## config.mk

```make
export PLATFORM = sky130hd
export DESIGN_NAME = key_dir_tracker_flat
export DESIGN_NICKNAME = d
export VERILOG_FILES = /design/src/rtl/key_dir_if.sv /design/src/rtl/key_dir_tracker.sv /design/src/flat_wrapper.sv
export SDC_FILE = /design/constraint.sdc
export NUM_CORES = 1
export LEC_CHECK = 0
export ABC_AREA = 0
export BUFFER_PORTS_ARGS = -buffer_cell sky130_fd_sc_hd__clkbuf_2
export CAP_MARGIN = 10
export CORE_AREA = 2 2 42 44
export DETAILED_ROUTE_END_ITERATION = 8
export DIE_AREA = 0 0 44 46
export GPL_TIMING_DRIVEN = 0
export PLACE_DENSITY = 0.81
export SYNTH_ARGS = -nofsm -noshare
export SYNTH_HDL_FRONTEND = slang
export SYNTH_SLANG_ARGS = --single-unit
```

## constraint.sdc

```tcl
create_clock -name clk -period 4.5 [get_ports clk]
set_input_delay 0 -clock clk [delete_from_list [all_inputs] [get_ports clk]]
set_output_delay 0 -clock clk [all_outputs]
set_load 0.05 [all_outputs]
```

## src/rtl/key_dir_if.sv

```systemverilog
// Scan-code event / direction bundle between a PS/2 decoder front end and key_dir_tracker.
interface key_dir_if #(
    parameter int unsigned NUM_KEYS = 4,
    parameter int unsigned CNT_W    = 8
);
    logic                valid;
    logic                makeBreak;
    logic [7:0]          outCode;
    logic                tick;
    logic [NUM_KEYS-1:0] held;
    logic [1:0]          dir;
    logic                dir_valid;
    logic                dir_change;
    logic [CNT_W-1:0]    press_count;

    modport master (
        output valid, makeBreak, outCode, tick,
        input  held, dir, dir_valid, dir_change, press_count
    );

    modport slave (
        input  valid, makeBreak, outCode, tick,
        output held, dir, dir_valid, dir_change, press_count
    );
endinterface

```

## src/rtl/key_dir_tracker.sv

```systemverilog
// Tracks held keys and a tick-committed game direction with reverse rejection.
// Optional press counter is built only when KEY_PRESS_CNT_EN is defined.
module key_dir_tracker #(
    parameter int unsigned                NUM_KEYS  = 4,
    parameter logic [NUM_KEYS*8-1:0]      KEY_CODES = {8'h23, 8'h1B, 8'h1C, 8'h1D},
    parameter int unsigned                CNT_W     = 8
) (
    input logic      clk,
    input logic      reset,
    key_dir_if.slave bus
);
    localparam int unsigned IDX_W = $clog2(NUM_KEYS);

    logic [NUM_KEYS-1:0] held_q, held_d;
    logic [1:0]          dir_q, dir_d;
    logic                dir_valid_q, dir_valid_d;
    logic                dir_change_q, dir_change_d;
    logic [1:0]          pend_q, pend_d;
    logic                pend_valid_q, pend_valid_d;

    logic                match_found;
    logic [IDX_W-1:0]    match_idx;
    logic                new_press;
    logic                commit;
    logic                dir_slot;
    logic                reverse;

    // Scan downwards so the lowest matching slot wins on duplicate codes.
    always_comb begin
        match_found = 1'b0;
        match_idx   = '0;
        for (int i = int'(NUM_KEYS) - 1; i >= 0; i--) begin
            if (bus.valid && (KEY_CODES[8*i +: 8] == bus.outCode)) begin
                match_found = 1'b1;
                match_idx   = IDX_W'(i);
            end
        end
    end

    always_comb begin
        commit       = bus.tick && pend_valid_q;
        dir_d        = commit ? pend_q : dir_q;
        dir_valid_d  = dir_valid_q | commit;
        dir_change_d = commit && (!dir_valid_q || (pend_q != dir_q));
        pend_d       = pend_q;
        pend_valid_d = pend_valid_q & ~commit;
        held_d       = held_q;

        new_press = match_found && bus.makeBreak && !held_q[match_idx];
        dir_slot  = ((match_idx >> 2) == '0);
        // Reverse is judged against the direction as it stands after this edge.
        reverse   = dir_valid_d && (match_idx[1:0] == (dir_d ^ 2'b10));

        if (match_found) begin
            held_d[match_idx] = bus.makeBreak;
        end
        if (new_press && dir_slot && !reverse) begin
            pend_d       = match_idx[1:0];
            pend_valid_d = 1'b1;
        end
    end

    always_ff @(posedge clk or negedge reset) begin
        if (!reset) begin
            held_q       <= '0;
            dir_q        <= 2'd0;
            dir_valid_q  <= 1'b0;
            dir_change_q <= 1'b0;
            pend_q       <= 2'd0;
            pend_valid_q <= 1'b0;
        end else begin
            held_q       <= held_d;
            dir_q        <= dir_d;
            dir_valid_q  <= dir_valid_d;
            dir_change_q <= dir_change_d;
            pend_q       <= pend_d;
            pend_valid_q <= pend_valid_d;
        end
    end

`ifdef KEY_PRESS_CNT_EN
    logic [CNT_W-1:0] cnt_q;

    always_ff @(posedge clk or negedge reset) begin
        if (!reset) begin
            cnt_q <= '0;
        end else if (new_press && (cnt_q != {CNT_W{1'b1}})) begin
            cnt_q <= cnt_q + CNT_W'(1);
        end
    end

    assign bus.press_count = cnt_q;
`else
    assign bus.press_count = {CNT_W{1'b0}};
`endif

    assign bus.held       = held_q;
    assign bus.dir        = dir_q;
    assign bus.dir_valid  = dir_valid_q;
    assign bus.dir_change = dir_change_q;
endmodule

```

## src/flat_wrapper.sv

```systemverilog
// flat-port wrapper written by rule: the top's interface ports become plain ports
module key_dir_tracker_flat 
#(
    parameter int unsigned                NUM_KEYS  = 4,
    parameter logic [NUM_KEYS*8-1:0]      KEY_CODES = {8'h23, 8'h1B, 8'h1C, 8'h1D},
    parameter int unsigned                CNT_W     = 8
)
  (clk, reset, bus_valid, bus_makeBreak, bus_outCode, bus_tick, bus_held, bus_dir, bus_dir_valid, bus_dir_change, bus_press_count);
  key_dir_if #(.NUM_KEYS(NUM_KEYS), .CNT_W(CNT_W)) bus_i ();
  input logic clk;
  input logic reset;
  input wire logic [$bits(bus_i.valid)-1:0] bus_valid;
  input wire logic [$bits(bus_i.makeBreak)-1:0] bus_makeBreak;
  input wire logic [$bits(bus_i.outCode)-1:0] bus_outCode;
  input wire logic [$bits(bus_i.tick)-1:0] bus_tick;
  output wire logic [$bits(bus_i.held)-1:0] bus_held;
  output wire logic [$bits(bus_i.dir)-1:0] bus_dir;
  output wire logic [$bits(bus_i.dir_valid)-1:0] bus_dir_valid;
  output wire logic [$bits(bus_i.dir_change)-1:0] bus_dir_change;
  output wire logic [$bits(bus_i.press_count)-1:0] bus_press_count;
  assign bus_i.valid = bus_valid;
  assign bus_i.makeBreak = bus_makeBreak;
  assign bus_i.outCode = bus_outCode;
  assign bus_i.tick = bus_tick;
  assign bus_held = bus_i.held;
  assign bus_dir = bus_i.dir;
  assign bus_dir_valid = bus_i.dir_valid;
  assign bus_dir_change = bus_i.dir_change;
  assign bus_press_count = bus_i.press_count;
  key_dir_tracker #(.NUM_KEYS(NUM_KEYS), .KEY_CODES(KEY_CODES), .CNT_W(CNT_W)) u_core (.clk(clk), .reset(reset), .bus(bus_i));
endmodule
```

==> metrics, run 1 <==
Worst setup endpoint u_core.pend_q[0]; IO buf count 20; first-pass GRT wire length between 2000 and 2500 um; Hold Violations, Final 0; Longest Clk Path Bufs 2; setup TNS 0 ns; DR iter-0 viols 6; PostCTS Resize Cnt 0; GRT Max-Usage Layer met2; CTS tree yes; Critical Path Sink Type flip-flop; worst path cell trace dlygate4sd3_1, clkbuf_2, nand2_1, mux2_2, xnor2_1, a211oi_2, mux2_4; VDD IR max between 0.15 and 0.2 mV; initial core utilization 43.9%; clock sink total 11; RSZ-0062 raised after global routing no; syn avg cell area between 10 and 15 sq um; crit path buf inv count 2; Clock Root Buffer clkbuf_4; Netlist cell types 30; layout cell share with drive strength beyond 1 between 40% and 50%; Die Wd ~44 um; Pleak approximately 0.45 nW; hold crit path type in -> reg; CP Class in -> reg; placed instance count ~110; vias in the first global route roughly 540; GP Congestion about 0.74; Inserted Clock Buffers 3; most common cell after layout, fill and taps aside clkbuf_2; Synth warnings 0; Pwr Density 281 nW/um^2; GR Util All Layers around 15%; worst flop-to-flop path endpoint u_core.pend_q[0]; ANT cells 0; Setup crit start kind input pin; Nets approximately 120; Synth Register Bits 11; fmax between 500 and 600 MHz; FF-to-FF Start u_core.pend_valid_q; critical path fanouts, max 7; critical path arrival 2.06 ns; most frequent cells in the layout clkbuf_2 (20), dfrtp_1 (11), buf_4 (8), conb_1 (8), nand2_1 (7); initial antenna violation count 0; worst clock skew approximately 0.0025 ns; Final Critical Period 1.92 ns; Clk Latency, worst-skew pair 0.26 ns; Residual DRC 0; core area 1610 sq um; CTS H-Tree Depth 1; Syn-to-layout area delta 27.4%; crit path from bus_tick; Crit path max-delay family multiplexers; fin crit share a little over two fifths; drt pass-1 iters 4; data required time of the worst path about 4.7 ns; Main synth FF type dfrtp_1; DIE AREA slightly above 2000 sq um; sequential cell area 275 sq um; met2 Resource Use GR approximately a quarter; Syn Std Cell Area 708 sq um; final wirelength between 1000 and 1500 um; hpwl dp 1020 um; max-slew violations 0; Antenna Nets Post-Route 0; EDFF count, synth 0; Ports 29; DP Area ~860 sq um; FILL cells 152; reg2reg path depth 5; Die Span Y approximately 46 um; pre-CTS setup slack approximately 2.5 ns; max-cap violation count 0; CP max stage delay between 0.5 and 0.6 ns; Hold Slack around 0.023 ns; clk slew on worst S/H paths approximately 0.070 ns; Post-Layout Cell Count 118; total number of vias roughly 580; CP Depth 7; footprint of the multi-input gates between 300 and 400 sq um; final non-filler cell area about 900 sq um; largest net degree at the start of global routing 12; Setup WS post-layout around 2.6 ns; R2R setup slack ~2.6 ns; sequential share of the synthesized area 38.9%; DR vias/cell between 4 and 5; Post-synth ARST share between 90% and 100%; Mapped Cells 68; Rows 15; met3 Use GR approximately 4.8%; Setup-failing EPs final 0; met1 Use GR between 10% and 20%; status finished clean; Remaining Overflow, GRT 0; Critical Path Slowest Stage Cell dlygate4sd3_1; Avg WL per Cell ~11 um
==> area by class of cell <==
type	instances	share of cell area, %
repair buffers	22	13.3
flip-flops and latches	11	30.5
well taps	17	2.36
multi-input cells	52	41.7
plain buffers	9	7.91
inverters	3	1.25
clock buffers	4	2.91
==> worst min-delay path by stage <==
stage,startpoint,endpoint,cells after the start
2_1_floorplan,reset,u_core.bus.dir[0],0
3_3_place_gp,reset,u_core.bus.dir[0],1
3_5_place_dp,reset,u_core.bus.dir[0],1
4_1_cts,bus_makeBreak,u_core.bus.held[1],3
5_1_grt,bus_makeBreak,u_core.bus.held[1],3
6_report,bus_makeBreak,u_core.bus.held[1],3
==> tightest hold or removal path: stages <==
cell and delay [ns]:
clkbuf_2 0.13, nand2_1 0.05, o21ai_0 0.07
==> state kept, by name, indices dropped and copies added, names as in the netlist <==
signal / count
u_core.bus.dir: 2
u_core.bus.dir_change: 1
u_core.bus.dir_valid: 1
u_core.bus.held: 4
u_core.pend_q: 2
u_core.pend_valid_q: 1
==> metrics by stage <==
step                total power [mW]  utilization [%]
floorplan                      0.171                -
global placement               0.187             53.0
detailed placement             0.189             53.0
CTS                            0.257             55.9
global route                   0.269             55.9
finish                         0.254             55.9
==> logic make-up after synthesis <==
group | after synthesis | share of synthesized area (%)
and+or+nand+nor | 21 | 17.7
AOI/OAI and AO/OA | 13 | 16.6
buffers and inverters | 12 | 11.7
DFF | 11 | 38.9
xor gates and xnor gates | 5 | 6.18
muxes | 5 | 8.48
other | 1 | 0.530
==> synthesized netlist by cell type (2+ instances only) <==
| cell type | count | area (sq um) |
|---|---|---|
| xnor2_1 | 5 | 43.8 |
| mux2_2 | 4 | 45.0 |
| nand2_1 | 7 | 26.3 |
| nor3_1 | 4 | 20.0 |
| buf_4 | 8 | 60.1 |
| inv_1 | 3 | 11.3 |
| o21ai_0 | 3 | 15.0 |
| nand2b_1 | 2 | 12.5 |
| dfrtp_1 | 11 | 275 |
==> where the power goes <==
part | leakage (nW) | switching [mW] | total [mW] | internal, mW
sequential | 0.143 | 0.00651 | 0.112 | 0.105
combinational | 0.289 | 0.0512 | 0.0758 | 0.0246
clock | 0.0150 | 0.0319 | 0.0661 | 0.0343
total | 0.447 | 0.0896 | 0.254 | 0.164
==> timing repair <==
item	4_1_cts	5_1_grt
buffers inserted	0	0
hold endpoints to repair	12	0
hold buffers	2	0
==> per-layer routing <==
metal / share of wire, % / routed length (um)
met5: 0 / 0
met4: 1.8 / 23
met3: 6.5 / 81
met2: 50 / 623
met1: 42 / 525
(Power assumes the default switching activity.)
==> run 2, diff against run 1 <==
--- a/config.mk
+++ b/config.mk
@@ -8,11 +8,11 @@
 export ABC_AREA = 0
 export BUFFER_PORTS_ARGS = -buffer_cell sky130_fd_sc_hd__clkbuf_2
 export CAP_MARGIN = 10
-export CORE_AREA = 2 2 42 44
+export CORE_AREA = 2 2 50 43
 export DETAILED_ROUTE_END_ITERATION = 8
-export DIE_AREA = 0 0 44 46
+export DIE_AREA = 0 0 52 45
 export GPL_TIMING_DRIVEN = 0
-export PLACE_DENSITY = 0.81
+export PLACE_DENSITY = 0.74
 export SYNTH_ARGS = -nofsm -noshare
 export SYNTH_HDL_FRONTEND = slang
 export SYNTH_SLANG_ARGS = --single-unit
==> constraint.sdc (replaced) <==
create_clock -name clk -period 1.7 [get_ports clk]
set_input_delay 0 -clock clk [delete_from_list [all_inputs] [get_ports clk]]
set_output_delay 0 -clock clk [all_outputs]
set_load 0.05 [all_outputs]
==> metrics, run 2 (same netlist as run 1, synthesis figures left out) <==
Setup crit start kind input pin; Antenna Nets Post-Route 0 (unchanged); final wirelength 1430 um (+14%); Clock Root Buffer clkbuf_4; first-pass GRT wire length 2220 um (+0.59%); total number of vias 593 (+2.6%); GRT Max-Usage Layer met2; critical path arrival 1.83 ns (-0.23 ns); Inserted Clock Buffers 3 (unchanged); Pleak 0.467 nW (+4.6%); CP max stage delay 0.40 ns (-0.14 ns); Avg WL per Cell 11.2 um (+5.7%); largest net degree at the start of global routing 12 (unchanged); status finished clean; max-slew violations 0 (unchanged); IO buf count 20 (unchanged); Critical Path Slowest Stage Cell o32a_1; Hold Violations, Final 0 (unchanged); most common cell after layout, fill and taps aside clkbuf_2; Pwr Density 703 nW/um^2 (+150%); core area 1800 sq um (+12%); Critical Path Sink Type flip-flop; met1 Use GR 16.2% (-2.1 points); fin crit share a little under 100%; hold depth 3 (unchanged); hold crit path type in -> reg; Rows 14 (-1); Hold Slack 0.0145 ns (-0.00890 ns); Syn-to-layout area delta 36.9%; GP Congestion 0.737 (about the same); worst flop-to-flop path endpoint u_core.pend_q[0]; CP Class in -> reg; clk slew on worst S/H paths 0.07 ns (about the same); CTS tree yes; Tot Pwr 0.682 mW (+170%); met2 Resource Use GR 20.3% (-3.6 points); max reg flops 4 (unchanged); Residual DRC 0 (unchanged); FF-to-FF Start u_core.pend_valid_q; Remaining Overflow, GRT 0 (unchanged); DR iter-0 viols 4 (-2); CTS H-Tree Depth 1 (unchanged); initial antenna violation count 0 (unchanged); crit path from bus_outCode[5]; GR Util All Layers 13.3% (-1.4 points); DR vias/cell 4.67 (-4.7%); clock sink total 11 (unchanged); R2R setup slack 0.04 ns (-2.55 ns); reg2reg path depth 5 (unchanged); setup TNS 0 ns (unchanged); Die Span Y 45 um (-2.2%); max-cap violation count 0 (unchanged); Nets 117 (+1.7%); hpwl dp 1090 um (+6.8%); layout cell share with drive strength beyond 1 52.4% (+7.9 points); met3 Use GR 5.96% (+1.2 points); Setup-failing EPs final 0 (unchanged); drt pass-1 iters 4 (unchanged); critical path fanouts, max 7 (unchanged); Die Wd 52 um (+18%); DIE AREA 2340 sq um (+16%); vias in the first global route 525 (-1.9%); initial core utilization 39.3% (-4.6 points); most frequent cells in the layout clkbuf_2 (20), buf_4 (11), conb_1 (8), dfrtp_1 (8), nand2_1 (6); data required time of the worst path 1.87 ns (-2.78 ns); Clk Latency, worst-skew pair 0.28 ns (+0.02 ns); ANT cells 0 (unchanged); Ports 29 (unchanged); fmax 602 MHz; Final Critical Period approximately 1.7 ns; VDD IR max 0.439 mV (+190%); worst path cell trace clkbuf_2, nand3b_2, o32a_1, nor2_2, o21ai_0, a211oi_4, mux2_4; Longest Clk Path Bufs 2 (unchanged); worst clock skew 0.00164 ns (-0.000856 ns); Worst setup endpoint u_core.pend_q[0]
## run 2: per-stage QoR
step	instance area [sq um]	setup WS, ns	cells	utilization (%)
2_1_floorplan	741	-0.0134	75	-
3_3_place_gp	871	-0.173	119	48.3
3_5_place_dp	871	-0.226	119	48.3
4_1_cts	938	0.00912	126	52.0
5_1_grt	970	-0.0134	127	53.7
6_report	970	0.0379	127	53.7
## run 2: timing repair
item                                    4_1_cts  5_1_grt
pin swaps                                     2        4
endpoints found under the setup margin        1        1
hold buffers                                  1        0
gates resized for setup                       3        3
setup buffers                                 2        1
endpoints found under the hold margin        11        0
## run 2: final cells by class
type                       count  area [sq um]
timing repair buffer          24           133
fill                         171           835
multi-input combinational     52           419
inverter                       3          11.3
sequential                    11           279
tap                           24          30.0
clock buffer                   4          26.3
buffer                         9          71.3
## run 2: how the worst min path moves through the flow
stage	from	to	slack [ns]
after floorplan	reset	u_core.bus.dir[0]	-0.30
after global placement	reset	u_core.bus.dir_valid	-0.12
after detailed placement	reset	u_core.bus.dir[1]	-0.11
after CTS	bus_makeBreak	u_core.bus.held[1]	0.007
after global routing	bus_tick	u_core.pend_valid_q	0.03
final	bus_tick	u_core.pend_valid_q	0.01
## run 2: critical path, delay by kind of cell
kind,cells,cell delay [ns]
compound gates,3,0.86
simple gates,2,0.55
mux,1,0.32
buf+inv,1,0.08
## run 2: metal layers
metal,up-vias,share of wire [%]
met5,-,0
met4,0,1.5
met3,2,8.0
met2,25,47
met1,272,44
li1,294,-
## run 2: power by group
| group | internal [mW] | leakage, nW | switching, mW |
|---|---|---|---|
| clock network | 0.0912 | 0.0150 | 0.0910 |
| logic | 0.0642 | 0.313 | 0.139 |
| registers | 0.280 | 0.139 | 0.0172 |
==> run 3, diff against run 2 <==
--- a/config.mk
+++ b/config.mk
@@ -8,11 +8,11 @@
 export ABC_AREA = 0
 export BUFFER_PORTS_ARGS = -buffer_cell sky130_fd_sc_hd__clkbuf_2
 export CAP_MARGIN = 10
-export CORE_AREA = 2 2 50 43
+export CORE_AREA = 2 2 43 45
 export DETAILED_ROUTE_END_ITERATION = 8
-export DIE_AREA = 0 0 52 45
+export DIE_AREA = 0 0 45 47
 export GPL_TIMING_DRIVEN = 0
-export PLACE_DENSITY = 0.74
+export PLACE_DENSITY = 0.78
 export SYNTH_ARGS = -nofsm -noshare
 export SYNTH_HDL_FRONTEND = slang
 export SYNTH_SLANG_ARGS = --single-unit
==> constraint.sdc (replaced) <==
create_clock -name clk -period 1.57 [get_ports clk]
set_input_delay 0 -clock clk [delete_from_list [all_inputs] [get_ports clk]]
set_output_delay 0 -clock clk [all_outputs]
set_load 0.05 [all_outputs]
==> metrics, run 3 (same netlist as run 1, synthesis figures left out) <==
max-cap violation count 0 (unchanged); Rows 15 (+1); data required time of the worst path 1.72 ns (-0.15 ns); Pleak 0.482 nW (+3.2%); initial core utilization 42.9% (+3.6 points); Nets 120 (+2.6%); Setup-failing EPs final 1 (+1); worst clock skew 0.00376 ns (+0.00212 ns); max reg flops 4 (unchanged); hpwl dp 1080 um (-1.2%); DIE AREA 2120 sq um (-9.6%); Setup WS post-layout -0.0716 ns (-0.110 ns); final wirelength 1420 um (-0.56%); Longest Clk Path Bufs 2 (unchanged); pre-CTS setup slack -0.391 ns (-0.165 ns); initial antenna violation count 0 (unchanged); Critical Path Slowest Stage Cell dfrtp_1; clock sink total 11 (unchanged); setup TNS -0.0716 ns (-0.0716 ns); Ports 29 (unchanged); worst path cell trace nand2_4, mux2_4, xnor2_4, a211oi_2, mux2_4; CTS H-Tree Depth 1 (unchanged); violated checks negative setup slack; VDD IR max 0.411 mV (-6.4%); Worst Hold Launch bus_tick; Die Span Y 47 um (+4.4%); Clk Latency, worst-skew pair 0.26 ns (-0.02 ns); critical path fanouts, max 2 (-5); total number of vias 597 (+0.67%); RSZ-0062 raised after global routing yes; DP Area 862 sq um (-1.0%); Residual DRC 0 (unchanged); CTS tree yes; Inserted Clock Buffers 3 (unchanged); drt pass-1 iters 4 (unchanged); placed instance count 112 (-5.9%); fin crit share 105%; Hold Slack 0.0300 ns (+0.0155 ns); clk slew on worst S/H paths 0.07 ns (about the same); Critical Path Sink Type flip-flop; Antenna Nets Post-Route 0 (unchanged); Final Critical Period approximately 1.6 ns; Hold Violations, Final 0 (unchanged); GP Congestion 0.757 (+2.8%); largest net degree at the start of global routing 12 (unchanged); most common cell after layout, fill and taps aside clkbuf_2; Crit path max-delay family multiplexers; CP max stage delay 0.41 ns (about the same); Die Wd 45 um (-13%); Remaining Overflow, GRT 0 (unchanged); hold crit path type in -> reg; Post-Layout Cell Count 123 (-3.1%); crit path buf inv count 0 (-1); critical path arrival 1.79 ns (-0.04 ns); status finished, violations left; Clock Root Buffer clkbuf_4; DR vias/cell 4.85 (+3.9%); core area 1650 sq um (-8.5%); Syn-to-layout area delta 38.2%; DR iter-0 viols 4 (unchanged); vias in the first global route 544 (+3.6%); max-slew violations 0 (unchanged); Setup crit start kind flip-flop; FF-to-FF Start u_core.pend_valid_q; FILL cells 159 (-7.0%); Pwr Density 748 nW/um^2 (+6.4%); ANT cells 0 (unchanged); IO buf count 20 (unchanged); CP Class reg -> reg; most frequent cells in the layout clkbuf_2 (20), buf_4 (14), conb_1 (8), dfrtp_1 (8), nand2_1 (6); fmax about 610 MHz; first-pass GRT wire length 2150 um (-3.1%); layout cell share with drive strength beyond 1 53.8% (+1.3 points); Most common cell on crit path mux2_4; final non-filler cell area 978 sq um (+0.90%); GR Util All Layers 14.0% (+0.69 points); Avg WL per Cell 11.5 um (+2.7%); crit path from u_core.pend_valid_q
==> run 3: metrics by stage <==
| stage | utilization [%] | power (mW) |
|---|---|---|
| floorplan | - | 0.491 |
| global placement | 52.2 | 0.537 |
| detailed placement | 52.2 | 0.543 |
| CTS | 57.2 | 0.738 |
| global route | 59.2 | 0.772 |
| finish | 59.2 | 0.732 |
==> run 3: repair_timing <==
action | CTS | global route
pin swaps | 4 | 4
endpoints found under the hold margin | 11 | 0
setup buffers | 3 | 3
resized for setup | 4 | 1
hold buffers | 1 | 0
setup endpoints to repair | 2 | 3
==> run 3: layout make-up <==
type	count	area, sq um	share of cell area [%]
buffer	9	71.3	7.29
clock buffer	4	26.3	2.69
inverter	3	11.3	1.15
multi-input combinational	52	414	42.3
sequential	11	279	28.5
tap	17	21.3	2.17
timing repair buffer	27	155	15.9
==> run 3: worst min-delay path: cells and delay by family <==
kind | cells | cell delay (ns)
buffers and inverters | 2 | 0.16
AOI/OAI and AO/OA | 1 | 0.10
==> run 3: worst paths after layout <==
path / to / slack [ns] / cells after the start
worst min register to register: u_core.bus.dir_change / 0.52 / 1
max in group asynchronous: u_core.bus.held[2] / 1.17 / 2
worst max register to register: u_core.pend_q[0] / -0.07 / 5
worst min-delay path: u_core.pend_valid_q / 0.03 / 3
min in group asynchronous: u_core.pend_q[0] / 0.15 / 2
worst max-delay path: u_core.pend_q[0] / -0.07 / 5
==> run 3: power by group <==
group          switching [mW]  internal [mW]  leakage (nW)
Clock                  0.0913         0.0979        0.0150
Combinational           0.149         0.0719         0.328
Sequential             0.0188          0.303         0.139
==> run 3: per-layer routing <==
metal	wire length, um	part of all wire [%]	track usage (%)
met1	561	40	17.3
met5	0	0	0
met2	768	54	24.6
met3	79	5.6	2.31
met4	8	0.56	5.29
